$ cat src/rtl/mdu_pkg.sv
`default_nettype none
// ============================================================================
// Module   : mdu_pkg
// Purpose  : Shared encodings for the multiply/divide unit.
//            - op encodings seen on the op bus
//            - FSM state encodings
//            - counter width helper
// Revision : 1.0  initial release
// ============================================================================
package mdu_pkg;

  // op bus encodings (3'b11x is reserved and ignored)
  localparam logic [2:0] OP_MULT  = 3'b000;
  localparam logic [2:0] OP_MULTU = 3'b001;
  localparam logic [2:0] OP_DIV   = 3'b010;
  localparam logic [2:0] OP_DIVU  = 3'b011;
  localparam logic [2:0] OP_MTHI  = 3'b100;
  localparam logic [2:0] OP_MTLO  = 3'b101;

  // FSM states
  localparam logic [1:0] S_IDLE = 2'd0;
  localparam logic [1:0] S_RUN  = 2'd1;
  localparam logic [1:0] S_FIX  = 2'd2;
  localparam logic [1:0] S_DONE = 2'd3;

  // Iteration counter must hold the value W itself.
  function automatic int cnt_width(input int w);
    return $clog2(w + 1);
  endfunction

endpackage
`default_nettype wire

$ cat src/rtl/mdu_div_step.sv
`default_nettype none
// ============================================================================
// Module   : mdu_div_step
// Purpose  : One combinational restoring-divide iteration. The next dividend
//            bit is taken from the MSB of the quotient register, which holds
//            the not-yet-consumed dividend bits and collects quotient bits
//            from the bottom.
// Ports    : i_rem  current partial remainder
//            i_quo  quotient/dividend shift register
//            i_div  divisor magnitude
//            o_rem  next partial remainder
//            o_quo  next quotient/dividend shift register
// Revision : 1.0  initial release
// ============================================================================
module mdu_div_step #(
  parameter int W = 32
) (
  input  logic [W-1:0] i_rem,
  input  logic [W-1:0] i_quo,
  input  logic [W-1:0] i_div,
  output logic [W-1:0] o_rem,
  output logic [W-1:0] o_quo
);
  import mdu_pkg::*;

  logic [W:0] w_shift;
  logic [W:0] w_diff;

  always_comb begin
    w_shift = {i_rem, i_quo[W-1]};
    w_diff  = w_shift - {1'b0, i_div};
    // The partial remainder is always below the divisor, so the difference
    // wraps into bit W exactly when the trial subtraction underflows.
    if (!w_diff[W]) begin
      o_rem = w_diff[W-1:0];
      o_quo = {i_quo[W-2:0], 1'b1};
    end else begin
      o_rem = w_shift[W-1:0];
      o_quo = {i_quo[W-2:0], 1'b0};
    end
  end

endmodule
`default_nettype wire

$ cat src/rtl/mdu.sv
`default_nettype none
// ============================================================================
// Module   : mdu
// Purpose  : Iterative multiply/divide unit producing the HI/LO pair.
//            MULT/MULTU/DIV/DIVU run one bit per cycle on operand magnitudes,
//            with the sign applied in a final FIX cycle. MTHI/MTLO write
//            hi/lo directly from SrcA while idle.
// Ports    : clk    rising-edge clock
//            rst_n  asynchronous active-low reset
//            start  request, sampled only in IDLE
//            op     operation select (see mdu_pkg)
//            SrcA   operand A / dividend / MTHI-MTLO source
//            SrcB   operand B / divisor
//            busy   operation in flight
//            done   one-cycle pulse when hi/lo take a mult/div result
//            hi     HI register
//            lo     LO register
// Options  : MDU_FAST_MUL_EN - multiplies complete combinationally at accept
//            and go straight to DONE; divide is unaffected.
// Revision : 1.0  initial release
// ============================================================================
module mdu
  import mdu_pkg::*;
#(
  parameter int W = 32
) (
  input  logic         clk,
  input  logic         rst_n,
  input  logic         start,
  input  logic [2:0]   op,
  input  logic [W-1:0] SrcA,
  input  logic [W-1:0] SrcB,
  output logic         busy,
  output logic         done,
  output logic [W-1:0] hi,
  output logic [W-1:0] lo
);

  localparam int c_cnt_w = cnt_width(W);

  logic [1:0]         r_state;
  logic [c_cnt_w-1:0] r_cnt;
  logic [W-1:0]       r_rem;     // multiply: product upper half; divide: remainder
  logic [W-1:0]       r_quo;     // multiply: multiplier/product lower half; divide: dividend/quotient
  logic [W-1:0]       r_b;       // multiplicand / divisor magnitude
  logic               r_is_div;
  logic               r_neg_q;   // negate product or quotient
  logic               r_neg_r;   // remainder takes dividend sign
  logic               r_div0;
  logic [W-1:0]       r_hi;
  logic [W-1:0]       r_lo;

  logic               w_is_md;
  logic               w_is_div;
  logic               w_signed;
  logic               w_sa;
  logic               w_sb;
  logic [W-1:0]       w_mag_a;
  logic [W-1:0]       w_mag_b;
  logic [W:0]         w_mul_sum;
  logic [W-1:0]       w_div_rem;
  logic [W-1:0]       w_div_quo;
  logic [2*W-1:0]     w_prod;
  logic [2*W-1:0]     w_prod_s;
  logic [W-1:0]       w_fin_hi;
  logic [W-1:0]       w_fin_lo;

  // --------------------------------------------------------------------------
  // Operand decode at accept
  // --------------------------------------------------------------------------
  always_comb begin
    w_is_md  = (op == OP_MULT) || (op == OP_MULTU) || (op == OP_DIV) || (op == OP_DIVU);
    w_is_div = (op == OP_DIV)  || (op == OP_DIVU);
    w_signed = (op == OP_MULT) || (op == OP_DIV);
    w_sa     = w_signed & SrcA[W-1];
    w_sb     = w_signed & SrcB[W-1];
    // The most-negative value maps to itself, which is its correct unsigned magnitude.
    w_mag_a  = w_sa ? -SrcA : SrcA;
    w_mag_b  = w_sb ? -SrcB : SrcB;
  end

`ifdef MDU_FAST_MUL_EN
  logic [2*W-1:0] w_ext_a;
  logic [2*W-1:0] w_ext_b;
  logic [2*W-1:0] w_fast_prod;

  // A 2W-bit product of sign/zero-extended operands truncated to 2W bits
  // equals the signed or unsigned full product respectively.
  assign w_ext_a     = {{W{w_sa}}, SrcA};
  assign w_ext_b     = {{W{w_sb}}, SrcB};
  assign w_fast_prod = w_ext_a * w_ext_b;
`endif

  // --------------------------------------------------------------------------
  // Iteration datapath
  // --------------------------------------------------------------------------
  // Shift-add: add the multiplicand into the upper half when the current
  // multiplier bit is set, then shift the 2W+1-bit {carry,upper,lower} right.
  assign w_mul_sum = {1'b0, r_rem} + (r_quo[0] ? {1'b0, r_b} : {(W+1){1'b0}});

  mdu_div_step #(
    .W (W)
  ) u_div_step (
    .i_rem (r_rem),
    .i_quo (r_quo),
    .i_div (r_b),
    .o_rem (w_div_rem),
    .o_quo (w_div_quo)
  );

  // Sign fix-up. With a zero divisor the quotient is forced to all ones and
  // the remainder (dividend magnitude with dividend sign) rebuilds SrcA.
  always_comb begin
    w_prod   = {r_rem, r_quo};
    w_prod_s = r_neg_q ? -w_prod : w_prod;
    w_fin_hi = r_neg_r ? -r_rem : r_rem;
    w_fin_lo = r_neg_q ? -r_quo : r_quo;
    if (!r_is_div) begin
      w_fin_hi = w_prod_s[2*W-1:W];
      w_fin_lo = w_prod_s[W-1:0];
    end else if (r_div0) begin
      w_fin_lo = '1;
    end
  end

  // --------------------------------------------------------------------------
  // Control FSM and registers
  // --------------------------------------------------------------------------
  always_ff @(posedge clk or negedge rst_n) begin
    if (!rst_n) begin
      r_state  <= S_IDLE;
      r_cnt    <= '0;
      r_rem    <= '0;
      r_quo    <= '0;
      r_b      <= '0;
      r_is_div <= 1'b0;
      r_neg_q  <= 1'b0;
      r_neg_r  <= 1'b0;
      r_div0   <= 1'b0;
      r_hi     <= '0;
      r_lo     <= '0;
    end else begin
      case (r_state)
        S_IDLE: begin
          if (start && w_is_md) begin
            r_rem    <= '0;
            r_quo    <= w_mag_a;
            r_b      <= w_mag_b;
            r_cnt    <= c_cnt_w'(W);
            r_is_div <= w_is_div;
            r_neg_q  <= w_sa ^ w_sb;
            r_neg_r  <= w_sa;
            r_div0   <= w_is_div && (SrcB == '0);
`ifdef MDU_FAST_MUL_EN
            if (!w_is_div) begin
              r_hi    <= w_fast_prod[2*W-1:W];
              r_lo    <= w_fast_prod[W-1:0];
              r_state <= S_DONE;
            end else begin
              r_state <= S_RUN;
            end
`else
            r_state  <= S_RUN;
`endif
          end else if (start && (op == OP_MTHI)) begin
            r_hi <= SrcA;
          end else if (start && (op == OP_MTLO)) begin
            r_lo <= SrcA;
          end
        end
        S_RUN: begin
          if (r_is_div) begin
            r_rem <= w_div_rem;
            r_quo <= w_div_quo;
          end else begin
            r_rem <= w_mul_sum[W:1];
            r_quo <= {w_mul_sum[0], r_quo[W-1:1]};
          end
          r_cnt <= r_cnt - 1'b1;
          if (r_cnt == c_cnt_w'(1)) begin
            r_state <= S_FIX;
          end
        end
        S_FIX: begin
          r_hi    <= w_fin_hi;
          r_lo    <= w_fin_lo;
          r_state <= S_DONE;
        end
        S_DONE: begin
          r_state <= S_IDLE;
        end
        default: begin
          r_state <= S_IDLE;
        end
      endcase
    end
  end

  assign busy = (r_state == S_RUN) || (r_state == S_FIX);
  assign done = (r_state == S_DONE);
  assign hi   = r_hi;
  assign lo   = r_lo;

endmodule
`default_nettype wire
$ cat config.mk
export PLATFORM = sky130hd
export DESIGN_NAME = mdu
export DESIGN_NICKNAME = d
export VERILOG_FILES = /design/src/rtl/mdu_pkg.sv /design/src/rtl/mdu_div_step.sv /design/src/rtl/mdu.sv
export SDC_FILE = /design/constraint.sdc
export NUM_CORES = 1
export LEC_CHECK = 0
export CELL_PAD_IN_SITES_DETAIL_PLACEMENT = 0
export CELL_PAD_IN_SITES_GLOBAL_PLACEMENT = 2
export CORE_MARGIN = 4
export CORE_UTILIZATION = 35
export DETAILED_ROUTE_END_ITERATION = 8
export PLACE_DENSITY = 0.91
export SYNTH_ARGS = -nofsm -noshare
export SYNTH_HDL_FRONTEND = slang
export SYNTH_SLANG_ARGS = --single-unit
$ cat constraint.sdc
create_clock -name clk -period 4.5 [get_ports clk]
set_clock_uncertainty 0.15 [all_clocks]
set_input_delay 0.9 -clock clk [delete_from_list [all_inputs] [get_ports clk]]
set_output_delay 0.9 -clock clk [all_outputs]
set_load 0.03 [all_outputs]
==> results.txt <==
CTS hold repair buffers -> 0
Max IR drop VDD -> 245 uV
total count of max-transition violations in the final report -> 0
count of cells resized by post-cts repair -> 0
setup repair after global routing missed its margin -> no
vias in the first global route -> 13800
number of search-and-repair iterations in the first detailed-routing pass -> 5
count of different cell masters after synthesis -> 74
startpoint type of the worst setup path -> flip-flop
fraction of synthesized cell area taken by the top area cell type -> 0.292
total global-route track usage -> 0.236
gate count after technology mapping -> 1891
commonest cells after routing, fill and taps aside -> 238 x sky130_fd_sc_hd__o21ai_0, 234 x sky130_fd_sc_hd__nand2_1, 171 x sky130_fd_sc_hd__dfrtp_1
average cell area after synthesis -> 7.79 um^2
number of I/O port buffers -> 135
maximum fanout along the worst path -> 11
cell chosen for the clock root -> sky130_fd_sc_hd__clkbuf_16
number of storage elements in the synthesis netlist -> 172
vias post-DR -> 14500
post-detailed-route DRC marker count -> 0
Post-Synth Simple-Gate Area -> 0.190
fin cells -> 2531
wire length of the first global-routing pass -> 82900 um
proportion of synthesized flip-flops having asynchronous set or reset -> 1.00
detail-routed net length per standard cell -> 21.4 um
type of the setup path with the least slack -> reg2reg
count of yosys warnings during synthesis -> 0
HP Class -> in2async
Post-Synthesis Net Count -> 2038
number of flops mapped to enable cells by yosys -> 0
post-synthesis mux area share -> 0.0499
total core area -> 41200 um^2
final hold violation count -> 0
dominant register cell in the synthesized netlist -> sky130_fd_sc_hd__dfrtp_1
top cells by area, synth -> sky130_fd_sc_hd__dfrtp_1 29%, sky130_fd_sc_hd__o21ai_0 8.1%, sky130_fd_sc_hd__ha_1 6.4%
number of cell rows -> 74
share of the clock period used by the worst path -> 0.900
sum of negative setup slack -> 0 ps
Die Outline Area -> 45400 um^2
latest clock arrival within the worst-skew pair -> 460 ps
number of H-tree branching levels -> 4
dominant combinational cell family by area after synthesis -> compound AO/OA/AOI/OAI gates
Boundary Pins -> 136
final setup violation count -> 0
fraction of layout cells with a size suffix above 1 -> 0.0570
worst-margin pin slew -> 1010 ps
Total Nets Final -> 2134
sequential element share of the synthesized area -> 0.292
total grt overflow -> 0
Iter 0 DRT Violations -> 1284
TritonCTS Sinks -> 172
total inserted antenna cells -> 0
synthesized-area fraction occupied by ao, oa, aoi and oai cells -> 0.252
antenna violations before repair -> 1
pin count of the biggest net entering global routing -> 91
max-capacitance violation count -> 0
CP arrival -> 4250 ps
DRT Wirelength -> 54200 um
buffers inserted by post-CTS timing repair -> 0
fmax -> 247 MHz
leakage power total -> 7.54 nW
routability congestion estimate -> 0.945
die span in y -> 213 um
area of the mapped netlist -> 14700 um^2
endpoint class of the critical path -> flip-flop
dpl cells -> 2500
power density relative to cell area -> 193 nW/um^2
register clock-pin slew on the reported worst setup and hold paths -> 70 ps
outcome -> finished, final reports clean
number of nets still failing antenna checks after routing -> 0
growth of design area from synthesis to finish -> 17.9%
required time of the worst setup path -> 4700 ps
TritonCTS clock tree -> yes
Final Critical Period -> 4050 ps
horizontal die dimension -> 213 um
worst relative slew slack -> 0.326
number of buffers added by the clock tree synthesis step -> 17
starting density of the core -> 0.358
largest area contributor in the synthesized netlist -> sky130_fd_sc_hd__dfrtp_1
xor and xnor fraction of the mapped netlist area -> 0.100
estimated wirelength of the detail-placed design -> 41600 um
adder-cell area share of the yosys netlist -> 0.0664
detail-routed via count per cell -> 5.72
number of buffers between clock root and the deepest sink -> 2
most common cell after layout, fill and taps aside -> sky130_fd_sc_hd__o21ai_0
[cells in the mapped netlist (all sizes together) (22+ instances only)]
cell type	instances
clkbuf	98
o21ai	239
inv	72
nor2	151
a21o	34
nand3	35
or3	25
o31ai	22
nand2	234
o22ai	39
nor3	45
mux2i	70
xnor2	99
a22oi	27
xor2	70
dfrtp	172
a21oi	125
ha	75
[routing by layer]
| metal | vias to the layer above | global-route usage | part of all wire |
|---|---|---|---|
| li1 | 7009 | - | - |
| met3 | 83 | 0.0400 | 0.060 |
| met4 | 0 | 0.0870 | 0.036 |
| met5 | - | 0 | 0 |
| met1 | 6892 | 0.323 | 0.45 |
| met2 | 485 | 0.376 | 0.45 |
[state kept, by name, summed over array words and instances (netlist names)]
signal and flops:
r_quo 32, r_state 2, r_is_div 1, r_rem 32
lo 32, r_b 32, r_neg_r 1, r_neg_q 1
hi 32, r_div0 1, r_cnt 6
[critical path: stages, from the launching register on]
cell and delay (ps):
sky130_fd_sc_hd__dfrtp_1 650, sky130_fd_sc_hd__inv_1 260, sky130_fd_sc_hd__fa_1 510, sky130_fd_sc_hd__nor2b_1 180, sky130_fd_sc_hd__o2111ai_1 160, sky130_fd_sc_hd__a31oi_1 280
sky130_fd_sc_hd__a221oi_1 140, sky130_fd_sc_hd__buf_4 200, sky130_fd_sc_hd__o32a_1 370, sky130_fd_sc_hd__a21oi_1 390, sky130_fd_sc_hd__a31oi_1 170, sky130_fd_sc_hd__xnor2_1 160
sky130_fd_sc_hd__a211o_1 300
[final timing paths]
kind	start	end	slack, ps	cells past startpoint
worst max register to register	r_rem[1]	r_rem[27]	450	12
worst max-delay path	r_rem[1]	r_rem[27]	450	12
min in group clk	r_b[13]	r_b[13]	330	2
worst min register to register	r_b[13]	r_b[13]	330	2
max in group asynchronous	rst_n	hi[30]	2940	2
worst min-delay path	rst_n	lo[12]	290	1
[cell type report]
cell class / instances / area [um^2]
clock buffer: 22 / 464
sequential: 172 / 4310
timing repair buffer: 194 / 1820
inverter: 72 / 270
tap: 532 / 666
multi-input combinational: 1530 / 9740
clock inverter: 9 / 110
fill: 4221 / 23800
[stage by stage]
| step | util | power [W] | hold slack, ps | cell area [um^2] | setup WS [ps] |
|---|---|---|---|---|---|
| 2_1_floorplan | - | 0.00168 | 300 | 14700 | 828 |
| 3_3_place_gp | 0.408 | 0.00187 | 310 | 16800 | 179 |
| 3_5_place_dp | 0.408 | 0.00187 | 319 | 16800 | 189 |
| 4_1_cts | 0.422 | 0.00340 | 309 | 17400 | 511 |
| 5_1_grt | 0.422 | 0.00347 | 337 | 17400 | 232 |
| 6_report | 0.422 | 0.00335 | 292 | 17400 | 450 |
[cell families after synthesis]
group | after synthesis
flip-flops | 172
adder cells (fa/ha/maj) | 77
buffers and inverters | 189
multiplexers | 73
AO/OA/AOI/OAI | 607
AND/OR/NAND/NOR | 604
XOR/XNOR | 169
[power breakdown]
part	switching [W]	internal (W)	total [W]
clock network	0.000666	0.000846	0.00151
logic	0.000159	0.000121	0.000281
registers	0.00000443	0.00155	0.00156
(Power assumes the default switching activity.)
